[src/rtl/key_debounce_pulse.sv]
// Push-button front end: two-flop synchroniser, stability-count debounce FSM,
// registered press/release strobes and a wrapping 8-bit count of accepted presses.
module key_debounce_pulse #(
    parameter int CNT_MAX    = 4,
    parameter bit ACTIVE_LOW = 1'b1
) (
    input  logic       CLK,
    input  logic       RST_n,
    input  logic       KEY_IN,
    output logic       KEY_LEVEL,
    output logic       KEY_RISE,
    output logic       KEY_FALL,
    output logic [7:0] PRESS_CNT
);

    localparam int CW = $clog2(CNT_MAX + 1);
    localparam logic [CW-1:0] CNT_LAST = CW'(CNT_MAX - 1);
    localparam logic [CW-1:0] CNT_ONE  = CW'(1);
    localparam logic IDLE_PIN = ACTIVE_LOW;

    typedef enum logic [1:0] {
        IDLE,
        PRESS_WAIT,
        PRESSED,
        RELEASE_WAIT
    } state_t;

    logic          sync1_q;
    logic          sync2_q;
    logic          pressed;
    state_t        state_q;
    logic [CW-1:0] cnt_q;
    logic [CW-1:0] cnt_d;
    logic          level_q;
    logic          rise_q;
    logic          fall_q;
    logic [7:0]    pressCnt_q;
    logic [7:0]    pressCnt_d;

    // Only sync1_q may go metastable; the FSM sees sync2_q alone.
    always_ff @(posedge CLK) begin
        if (!RST_n) begin
            sync1_q <= IDLE_PIN;
            sync2_q <= IDLE_PIN;
        end else begin
            sync1_q <= KEY_IN;
            sync2_q <= sync1_q;
        end
    end

    assign pressed    = sync2_q ^ IDLE_PIN;
    assign cnt_d      = cnt_q + CNT_ONE;
    assign pressCnt_d = pressCnt_q + 8'd1;

    // Both strobes default low each edge, so a strobe lasts one cycle and a
    // reset simply drops any strobe that would otherwise have fired.
    always_ff @(posedge CLK) begin
        if (!RST_n) begin
            state_q    <= IDLE;
            cnt_q      <= '0;
            level_q    <= 1'b0;
            rise_q     <= 1'b0;
            fall_q     <= 1'b0;
            pressCnt_q <= 8'd0;
        end else begin
            rise_q <= 1'b0;
            fall_q <= 1'b0;
            case (state_q)
                IDLE: begin
                    if (pressed) begin
                        state_q <= PRESS_WAIT;
                        cnt_q   <= CNT_ONE;
                    end
                end
                PRESS_WAIT: begin
                    if (!pressed) begin
                        state_q <= IDLE;
                        cnt_q   <= '0;
                    end else if (cnt_q == CNT_LAST) begin
                        state_q    <= PRESSED;
                        cnt_q      <= '0;
                        level_q    <= 1'b1;
                        rise_q     <= 1'b1;
                        pressCnt_q <= pressCnt_d;
                    end else begin
                        cnt_q <= cnt_d;
                    end
                end
                PRESSED: begin
                    if (!pressed) begin
                        state_q <= RELEASE_WAIT;
                        cnt_q   <= CNT_ONE;
                    end
                end
                RELEASE_WAIT: begin
                    if (pressed) begin
                        state_q <= PRESSED;
                        cnt_q   <= '0;
                    end else if (cnt_q == CNT_LAST) begin
                        state_q <= IDLE;
                        cnt_q   <= '0;
                        level_q <= 1'b0;
                        fall_q  <= 1'b1;
                    end else begin
                        cnt_q <= cnt_d;
                    end
                end
                default: begin
                    state_q <= IDLE;
                    cnt_q   <= '0;
                end
            endcase
        end
    end

    assign KEY_LEVEL = level_q;
    assign KEY_RISE  = rise_q;
    assign KEY_FALL  = fall_q;
    assign PRESS_CNT = pressCnt_q;

endmodule

[config.mk]
export PLATFORM = sky130hd
export DESIGN_NAME = key_debounce_pulse
export DESIGN_NICKNAME = d
export VERILOG_FILES = /design/src/rtl/key_debounce_pulse.sv
export SDC_FILE = /design/constraint.sdc
export NUM_CORES = 1
export LEC_CHECK = 0
export BUFFER_PORTS_ARGS = -buffer_cell sky130_fd_sc_hd__buf_2
export CAP_MARGIN = 40
export CORE_MARGIN = 8
export CORE_UTILIZATION = 47
export CTS_CLUSTER_SIZE = 24
export DETAILED_ROUTE_END_ITERATION = 12
export PLACE_DENSITY = 0.78
export SETUP_SLACK_MARGIN = 0.1
export SYNTH_ARGS = -nofsm -noshare
export SYNTH_HDL_FRONTEND = slang
export SYNTH_SLANG_ARGS = --single-unit
[constraint.sdc]
create_clock -name CLK -period 1.6 [get_ports CLK]
set_input_delay 0.08 -clock CLK [delete_from_list [all_inputs] [get_ports CLK]]
set_output_delay 0.08 -clock CLK [all_outputs]
set_load 0.03 [all_outputs]
==> reports/qor.txt, run 1 <==
=========================================================================================
Outcome                                                                      finished clean
Wire length of the first global-routing pass                                      2950 um
Relative slew slack                                                                 74.1%
Proportion of register bits with asynchronous set or reset after synthesis             0%
Clock transition at the registers of the reported paths                           0.09 ns
Placeable Area                                                                  1650 um^2
Average footprint of a synthesized cell                                         9.32 um^2
Cell area after placement                                                        887 um^2
Highest clock rate                                                                674 MHz
P&R area growth vs syn                                                              25.8%
Worst min-delay path class                                                      in -> reg
Number of ports placed on the die boundary                                             14
Setup clock skew after layout                                                  0.00321 ns
Overall die height                                                                57.1 um
Final weighted congestion in routability-driven placement                           0.778
Drt first pass iters                                                                    6
Vias per std cell                                                                    5.68
Total Routing Usage GR                                                              10.7%
Post-Route Setup TNS                                                                 0 ns
Starting DRC count in detailed routing                                                  9
Number of standard-cell rows in the floorplan                                          15
Via count of the first global-routing pass                                            698
Transition time at the pin with the least slew margin                            0.388 ns
P per Cell Area                                                               768 nW/um^2
Most numerous cell types in the synthesized netlist                          sky130_fd_sc_hd__dfxtp_1, sky130_fd_sc_hd__a21oi_1, sky130_fd_sc_hd__o31ai_1
Cell type with the highest aggregate area in the netlist                     sky130_fd_sc_hd__dfxtp_1
Max FO, Critical Path                                                                   6
Number of cells on the worst reg-to-reg path                                            4
Worst IR drop on VDD                                                               563 uV
Net count after synthesis                                                              90
Worst hold start                                                                    RST_n
Critical path type                                                             reg -> reg
Tot Pwr                                                                          0.765 mW
Residual DRC                                                                            0
Leakage power                                                                    0.391 nW
Worst reg2reg path startpoint                                                PRESS_CNT[1]
Overall die area                                                                3250 um^2
Worst Setup Slack post-DPL                                                      0.0104 ns
Finished layout cell area                                                        996 um^2
Insertion delay of the later-clocked pin in the worst-skew pair                   0.28 ns
Detailed-route wire length                                                        1680 um
Launch point of the worst path                                               PRESS_CNT[1]
Nets                                                                                  110
Routed vias                                                                           687
Unrepaired setup endpoints after global routing                                      true
Count of antenna diodes in the layout                                                   0
Clk Tree Root Cell                                                           sky130_fd_sc_hd__clkbuf_4
GRT overflow                                                                            0
Worst hold slack across all endpoints                                           0.0679 ns
Required arrival time at the worst endpoint                                       1.82 ns
Port Buffer Count                                                                      13
Worst Setup End Kind                                                            flip-flop
Library cells used by synthesis                                                        31
Portion of synthesized cell area occupied by the leading cell type                  45.5%
Library cell with the highest instance count after synthesis                 sky130_fd_sc_hd__dfxtp_1
Count of maximum capacitance violations                                                 0
Die width                                                                         57.1 um
Deepest level of the CTS H-tree                                                         1
Number of setup violations in the final report                                          0
Gate count of the mapped netlist                                                       85
Number of cells on the worst hold path                                                  2
Initial Util                                                                        48.0%
Final Cycle Share                                                                   92.8%
Number of flip-flops and latches in the synthesized netlist                            18
Worst setup slack after layout                                                   0.116 ns
Total standard cell area after synthesis                                         792 um^2
Final Hold Vio Count                                                                    0
Initial antenna violation count                                                         0
Sequential fraction of the synthesis area                                           45.5%
Max Buffers Root-to-Sink                                                                2
CTS tree                                                                            built
Dominant cells by area after synthesis                                       sky130_fd_sc_hd__dfxtp_1, sky130_fd_sc_hd__a21oi_1, sky130_fd_sc_hd__o31ai_1
Ratio of cells with drive above 1 in the final layout                               36.5%
Per-cell routed wire length                                                       13.9 um
Shortest period the worst path allows                                             1.48 ns
Number of enable flip-flop cells after synthesis                                        0
Number of CTS-inserted buffers                                                          3
Number of max-slew violations in the final report                                       0
Pin count of the biggest net entering global routing                                   12
Number of warnings issued by yosys                                                      0
Most used flip-flop cell after synthesis                                     sky130_fd_sc_hd__dfxtp_1
Detail Route Antenna Nets                                                               0
Arrival time of data at the critical path endpoint                                1.71 ns
Number of sinks handled by clock tree synthesis                                        18
DP Wirelength                                                                     1140 um
Startpoint class of the critical path                                           flip-flop
Minimum setup slack among reg-to-reg paths                                        0.12 ns
=========================================================================================
## routing by layer
| layer | global-route usage [%] | wire (um) |
|---|---|---|
| met2 | 17.5 | 822 |
| met1 | 12.1 | 762 |
| met5 | 0 | 0 |
| met3 | 3.33 | 76 |
| met4 | 5.37 | 17 |
## repair_timing
item | CTS | global route
gates cloned | 1 | 0
gates resized for setup | 0 | 10
buffers inserted | 3 | 0
endpoints found under the setup margin | 5 | 5
hold buffers | 1 | 0
pin swaps | 0 | 1
endpoints found under the hold margin | 1 | 0
## layout make-up
cell class,count,area (um^2)
fill,145,656
multi-input combinational,58,433
sequential,18,370
timing repair buffer,20,120
clock buffer,4,36.3
tap,17,21.3
inverter,4,15.0
## kinds of logic (layout without fill, tap and decap cells)
logic type | count (synthesis) | after routing | share of synthesized area [%]
AOI/OAI and AO/OA | 20 | 20 | 16.6
xor gates and xnor gates | 2 | 2 | 2.21
adders and majority gates | 2 | 2 | 3.16
buffers and inverters | 10 | 28 | 6.16
DFF | 18 | 18 | 45.5
muxes | 2 | 2 | 2.69
and+or+nand+nor | 31 | 32 | 23.7
## metrics by stage
step | instances | util [%]
6_report | 121 | 60.3
3_3_place_gp | 112 | 53.7
5_1_grt | 121 | 60.3
3_5_place_dp | 112 | 53.7
4_1_cts | 121 | 58.3
2_1_floorplan | 85 | -
## where the power goes
group / internal (mW) / switching, mW
registers: 0.452 / 0.00553
logic: 0.0164 / 0.0229
clock network: 0.138 / 0.130
total: 0.606 / 0.158
## state kept, by name (all words and copies together) (netlist names), named ones only
name       cells
KEY_LEVEL      1
cnt_q          3
sync1_q        1
state_q        1
sync2_q        1
KEY_FALL       1
PRESS_CNT      8
KEY_RISE       1
## critical path, cell delays in order (launching register included)
cell and delay [ns]:
sky130_fd_sc_hd__dfxtp_4 0.38, sky130_fd_sc_hd__ha_4 0.11, sky130_fd_sc_hd__or3b_4 0.40, sky130_fd_sc_hd__or4_4 0.43, sky130_fd_sc_hd__a21oi_2 0.11
## worst paths after layout
kind	to
setup / recovery	PRESS_CNT[6]
setup reg to reg	PRESS_CNT[6]
hold / removal	sync1_q
hold reg to reg	sync2_q
## layout by cell type (no fill, tap or decap), types with 2 or more instances in the layout
| cell type | netlist | final |
|---|---|---|
| sky130_fd_sc_hd__dfxtp_4 | 0 | 2 |
| sky130_fd_sc_hd__nor2_1 | 4 | 4 |
| sky130_fd_sc_hd__a21oi_1 | 9 | 6 |
| sky130_fd_sc_hd__clkbuf_4 | 0 | 3 |
| sky130_fd_sc_hd__a21oi_2 | 0 | 3 |
| sky130_fd_sc_hd__nand2_1 | 5 | 5 |
| sky130_fd_sc_hd__or4_4 | 0 | 3 |
| sky130_fd_sc_hd__nand2b_1 | 4 | 4 |
| sky130_fd_sc_hd__dfxtp_1 | 18 | 14 |
| sky130_fd_sc_hd__buf_4 | 1 | 6 |
| sky130_fd_sc_hd__inv_1 | 4 | 4 |
| sky130_fd_sc_hd__dfxtp_2 | 0 | 2 |
| sky130_fd_sc_hd__buf_2 | 0 | 13 |
| sky130_fd_sc_hd__nand3b_1 | 3 | 4 |
| sky130_fd_sc_hd__o31ai_1 | 6 | 5 |
| sky130_fd_sc_hd__nand3_1 | 3 | 3 |
No activity file was read; power rests on OpenSTA's default activity.
==> run 2: changes to the inputs <==
- GPL_TIMING_DRIVEN: not set -> 0
==> run 2 against run 1 <==
Clock skew fell by 0.0021 ns. Critical endpoint unchanged. Worst setup slack worse by 0.031 ns. Sequential power barely moved. Combinational power increased by 11%. Largest cell class unchanged. Clock power fell by 19%. Global-route usage is 0.43 points lower.
==> reports/qor.txt, run 2 (synthesis results as in run 1) <==
=====================================================================================
Outcome                                                                  finished clean
Total Routing Usage GR                                                          10.3%   -0.43 points
Number of standard-cell rows in the floorplan                                      15   unchanged
Most frequent standard cell in the layout excluding fill and tap cells   sky130_fd_sc_hd__dfxtp_1
Flip-flop count of the largest register after layout                                8   unchanged
Arrival time of data at the critical path endpoint                            1.68 ns   -0.03 ns
GR met2 Demand/Resource                                                         16.3%   -1.2 points
Most used cells in the layout excluding fill and tap cells               sky130_fd_sc_hd__dfxtp_1, sky130_fd_sc_hd__buf_2, sky130_fd_sc_hd__a21oi_1
Switching share of total power                                                  22.1%   +1.5 points
Unrepaired setup endpoints after global routing                                  true
Clk Tree Root Cell                                                       sky130_fd_sc_hd__clkbuf_4
CTS tree                                                                        built
Final Cycle Share                                                               94.7%   +1.9 points
Worst min-delay path class                                                  in -> reg
Insertion delay of the later-clocked pin in the worst-skew pair               0.29 ns   about the same
Die width                                                                     57.1 um   unchanged
Residual DRC                                                                        0   unchanged
Initial Util                                                                    48.0%   unchanged
Required arrival time at the worst endpoint                                   1.77 ns   -0.05 ns
DP Wirelength                                                                 1170 um   +2.0%
Minimum setup slack among reg-to-reg paths                                    0.08 ns   -0.03 ns
Starting DRC count in detailed routing                                              5   -4
Tot Pwr                                                                      0.716 mW   -6.3%
Detail Route Antenna Nets                                                           0   unchanged
Global routing usage on met1                                                    10.7%   -1.3 points
Max FO, Critical Path                                                               4   -2
Per-cell routed wire length                                                   14.9 um   +7.2%
Net switching power figure                                                   0.159 mW   +0.27%
Flop pwr share                                                                  63.6%   +3.8 points
Pin count of the biggest net entering global routing                               11   -1
Overall die height                                                            57.1 um   unchanged
Deepest level of the CTS H-tree                                                     1   unchanged
Detailed-route wire length                                                    1830 um   +8.9%
Clock share of power                                                            30.3%   -4.8 points
Number of max-slew violations in the final report                                   0   unchanged
Port Buffer Count                                                                  12   -1
Nets                                                                              113   +2.7%
Placeable Area                                                              1650 um^2   unchanged
P&R area growth vs syn                                                          28.4%
Met3 routing resource usage after global routing                                3.77%   +0.44 points
Max Buffers Root-to-Sink                                                            2   unchanged
Drt first pass iters                                                                4   -2
Setup clock skew after layout                                              0.00111 ns   -0.00210 ns
Critical path type                                                         reg -> reg
Clock transition at the registers of the reported paths                       0.09 ns   about the same
P per Cell Area                                                           704 nW/um^2   -8.3%
Startpoint class of the critical path                                       flip-flop
Total internal power                                                         0.558 mW   -8.1%
Highest clock rate                                                            660 MHz   -2.0%
Relative slew slack                                                             66.8%   -7.3 points
Routed vias                                                                       704   +2.5%
Number of setup violations in the final report                                      0   unchanged
Via count of the first global-routing pass                                        648   -7.2%
Count of antenna diodes in the layout                                               0   unchanged
Leakage power                                                                0.409 nW   +4.7%
Number of ports placed on the die boundary                                         14   unchanged
Final Hold Vio Count                                                                0   unchanged
Number of CTS-inserted buffers                                                      3   unchanged
Transition time at the pin with the least slew margin                        0.498 ns   +0.110 ns
Initial antenna violation count                                                     0   unchanged
Count of maximum capacitance violations                                             0   unchanged
Vias per std cell                                                                5.72   +0.81%
Worst Setup End Kind                                                        flip-flop
Worst IR drop on VDD                                                           638 uV   +13%
Post-Route Setup TNS                                                             0 ns   unchanged
Grt peak-use layer                                                               met2
Overall die area                                                            3250 um^2   unchanged
Number of sinks handled by clock tree synthesis                                    18   unchanged
Ratio of cells with drive above 1 in the final layout                           34.0%   -2.6 points
Part of the total power dissipated in combinational logic                        6.1%   +1.0 points
Shortest period the worst path allows                                         1.52 ns   +0.0309 ns
GRT overflow                                                                        0   unchanged
Wire length of the first global-routing pass                                  2700 um   -8.7%
Final weighted congestion in routability-driven placement                       0.814   +4.6%
=====================================================================================
==> run 2: changes by cell type in the layout (fill, tap and decap cells not counted), sizes merged <==
cell	change
clkbuf	+2
buf	+1
nand3b	-1
==> run 2: metal layers <==
metal,wire length (um),vias up
met5,0,-
met4,55,0
met3,108,6
met2,892,16
met1,772,326
li1,-,356
==> run 2: cell type report <==
cell class | instances | area (um^2)
Sequential cell | 18 | 370
Buffer | 6 | 41.3
Fill cell | 145 | 634
Multi-Input combinational cell | 57 | 442
Clock buffer | 3 | 22.5
Timing Repair Buffer | 18 | 105
Inverter | 4 | 15.0
Tap cell | 17 | 21.3
==> run 2: final timing paths <==
path,cells after the start,end,start
setup / recovery,5,PRESS_CNT[6],PRESS_CNT[0]
setup reg to reg,5,PRESS_CNT[6],PRESS_CNT[0]
hold reg to reg,1,sync2_q,sync1_q
hold / removal,2,sync2_q,RST_n
==> run 2: power by group through the flow <==
stage | Sequential (mW) | Clock [mW] | Combinational, mW
finish | 0.455 | 0.217 | 0.0437
global route | 0.457 | 0.240 | 0.0489
CTS | 0.456 | 0.223 | 0.0406
detailed placement | 0.466 | 0 | 0.0387
global placement | 0.465 | 0 | 0.0372
floorplan | 0.470 | 0 | 0.0239
==> run 2: metrics by stage <==
| stage | instance area, um^2 | utilization [%] | setup slack (ns) | hold slack (ns) | std cells |
|---|---|---|---|---|---|
| floorplan | 812 | - | 0.109 | 0.181 | 85 |
| global placement | 893 | 54.1 | 0.0346 | 0.264 | 114 |
| detailed placement | 893 | 54.1 | 0.0133 | 0.268 | 114 |
| CTS | 943 | 57.1 | 0.0994 | 0.134 | 119 |
| global route | 1020 | 61.6 | 0.0408 | 0.191 | 123 |
| finish | 1020 | 61.6 | 0.0849 | 0.152 | 123 |
==> run 2: what timing repair did <==
item	4_1_cts	5_1_grt
setup endpoints to repair	3	8
buffers inserted	1	3
gates cloned	0	1
hold endpoints to repair	1	0
hold buffers	1	0
gates resized for setup	3	11
pin swaps	0	2
==> run 2: critical path, stage by stage, from the launching register on <==
cell and delay (ns):
sky130_fd_sc_hd__dfxtp_4 0.37, sky130_fd_sc_hd__ha_4 0.11, sky130_fd_sc_hd__or3b_4 0.38, sky130_fd_sc_hd__buf_4 0.16, sky130_fd_sc_hd__o31ai_2 0.29, sky130_fd_sc_hd__a21oi_2 0.08
==> run 3: changes to the inputs <==
- RECOVER_POWER: not set -> 50
==> run 3 against run 2 <==
Highest routed layer unchanged. Worst hold slack is essentially flat. Register-to-register slack about the same. Global-route usage unchanged. Flip-flop and latch count is the same. Critical endpoint unchanged. Sequential power barely moved.
==> reports/qor.txt, run 3 (synthesis results as in run 1) <==
=====================================================================================
Outcome                                                                  finished clean
Max Buffers Root-to-Sink                                                            2   unchanged
Total Routing Usage GR                                                          10.3%   unchanged
Global routing usage on met1                                                    10.7%   unchanged
Nets                                                                              113   unchanged
Clock transition at the registers of the reported paths                       0.09 ns   about the same
Number of standard-cell rows in the floorplan                                      15   unchanged
Count of maximum capacitance violations                                             0   unchanged
Cell area after placement                                                    893 um^2   unchanged
Worst hold start                                                                RST_n
Number of sinks handled by clock tree synthesis                                    18   unchanged
Initial antenna violation count                                                     0   unchanged
Number of CTS-inserted buffers                                                      3   unchanged
Most frequent standard cell in the layout excluding fill and tap cells   sky130_fd_sc_hd__dfxtp_1
Drt first pass iters                                                                4   unchanged
Number of max-slew violations in the final report                                   0   unchanged
Number of ports placed on the die boundary                                         14   unchanged
Worst min-delay path class                                                  in -> reg
Detail Route Antenna Nets                                                           0   unchanged
Final weighted congestion in routability-driven placement                       0.814   unchanged
Starting DRC count in detailed routing                                              5   unchanged
Wire length of the first global-routing pass                                  2700 um   unchanged
Per-cell routed wire length                                                   14.9 um   +0.11%
Ratio of cells with drive above 1 in the final layout                           22.6%   -11 points
Highest clock rate                                                            660 MHz   about the same
Number of setup violations in the final report                                      0   unchanged
Critical path type                                                         reg -> reg
Worst Setup End Kind                                                        flip-flop
Layout Cells excl Fill                                                            123   unchanged
P&R area growth vs syn                                                          26.5%
Post-Route Setup TNS                                                             0 ns   unchanged
Routed vias                                                                       705   +0.14%
Required arrival time at the worst endpoint                                   1.77 ns   about the same
Slowest Stage Delay on Critical Path                                          0.38 ns   about the same
Initial Util                                                                    48.0%   unchanged
Deepest level of the CTS H-tree                                                     1   unchanged
Insertion delay of the later-clocked pin in the worst-skew pair               0.29 ns   about the same
Worst reg2reg path startpoint                                            PRESS_CNT[0]
Endpoint with the worst hold slack                                            sync2_q
Shortest period the worst path allows                                         1.52 ns   +0.000135 ns
Unrepaired setup endpoints after global routing                                  true
Clk Tree Root Cell                                                       sky130_fd_sc_hd__clkbuf_4
Worst IR drop on VDD                                                           638 uV   about the same
Leakage power                                                                0.360 nW   -12%
Arrival time of data at the critical path endpoint                            1.68 ns   about the same
Pin count of the biggest net entering global routing                               11   unchanged
Setup clock skew after layout                                              0.00111 ns   unchanged
Most used cells in the layout excluding fill and tap cells               sky130_fd_sc_hd__dfxtp_1, sky130_fd_sc_hd__clkbuf_1, sky130_fd_sc_hd__a21oi_1
Reg-to-reg critical path endpoint                                        PRESS_CNT[6]
CP max-delay cell                                                        sky130_fd_sc_hd__or3b_4
P per Cell Area                                                           714 nW/um^2   +1.4%
Die width                                                                     57.1 um   unchanged
Grt peak-use layer                                                               met2
Ordered cell list for the critical path                                  ha_4 -> or3b_4 -> buf_4 -> o31ai_2 -> a21oi_2
Final Hold Vio Count                                                                0   unchanged
Startpoint class of the critical path                                       flip-flop
Finished layout cell area                                                   1000 um^2   -1.5%
Count of antenna diodes in the layout                                               0   unchanged
Tot Pwr                                                                      0.715 mW   -0.13%
CTS tree                                                                        built
Transition time at the pin with the least slew margin                        0.498 ns   -0.000000358 ns
Max FO, Critical Path                                                               4   unchanged
Final Cycle Share                                                               94.7%   about the same
Via count of the first global-routing pass                                        648   unchanged
GRT overflow                                                                        0   unchanged
Relative slew slack                                                             66.8%   about the same
Detailed-route wire length                                                    1830 um   +0.11%
Number of cells on the worst hold path                                              2   unchanged
Vias per std cell                                                                5.73   +0.14%
Number of cells after detailed placement                                          114   unchanged
Number of cells on the worst reg-to-reg path                                        5   unchanged
Residual DRC                                                                        0   unchanged
Minimum setup slack among reg-to-reg paths                                    0.08 ns   about the same
GR met2 Demand/Resource                                                         16.3%   unchanged
Overall die area                                                            3250 um^2   unchanged
DP Wirelength                                                                 1170 um   unchanged
Worst hold slack across all endpoints                                        0.152 ns   -0.0000240 ns
Port Buffer Count                                                                  12   unchanged
Flip-flop count of the largest register after layout                                8   unchanged
Launch point of the worst path                                           PRESS_CNT[0]
Met3 routing resource usage after global routing                                3.77%   unchanged
Overall die height                                                            57.1 um   unchanged
Placeable Area                                                              1650 um^2   unchanged
=====================================================================================
==> run 3: how the worst max path moves through the flow <==
stage	endpoint	slack [ns]	cells after the start
final	PRESS_CNT[6]	0.08	5
after floorplan	PRESS_CNT[6]	0.11	4
after CTS	PRESS_CNT[5]	0.1	4
after global placement	PRESS_CNT[7]	0.03	5
after detailed placement	PRESS_CNT[7]	0.01	5
after global routing	PRESS_CNT[6]	0.04	5
==> run 3: final cells by class <==
type | instances | area, um^2
repair buffers | 18 | 91.3
plain buffers | 6 | 41.3
well taps | 17 | 21.3
flip-flops and latches | 18 | 369
inverters | 4 | 15.0
multi-input cells | 57 | 442
clock buffers | 3 | 22.5
fillers | 152 | 649
==> run 3: metrics by stage <==
stage	util (%)	setup WS (ns)
after floorplan	-	0.109
after global placement	54.1	0.0346
after detailed placement	54.1	0.0133
after CTS	57.1	0.0994
after global routing	60.7	0.0408
final	60.7	0.0847
==> run 3: power by group <==
group	leakage [nW]	internal, mW	total (mW)	switching, mW
clock network	0.0138	0.0875	0.217	0.129
registers	0.148	0.451	0.455	0.00399
logic	0.198	0.0177	0.0430	0.0252
==> run 3: what timing repair did <==
item,in CTS,in global routing
pin swaps,0,2
hold buffers,1,0
cloned,0,1
gates resized for setup,3,11
setup buffers,1,3
hold endpoints to repair,1,0
setup endpoints to repair,3,8
==> run 3: critical path: cells and delay by family, from the launching register on <==
family | cells | cell delay (ns)
fa+ha+maj | 1 | 0.11
flops | 1 | 0.37
simple gates | 1 | 0.38
compound gates | 2 | 0.37
buf+inv | 1 | 0.16
==> run 3: routing by layer <==
metal	vias up	wire, um
met5	-	0
met4	0	55
met3	6	110
met2	16	891
met1	327	774
li1	356	-
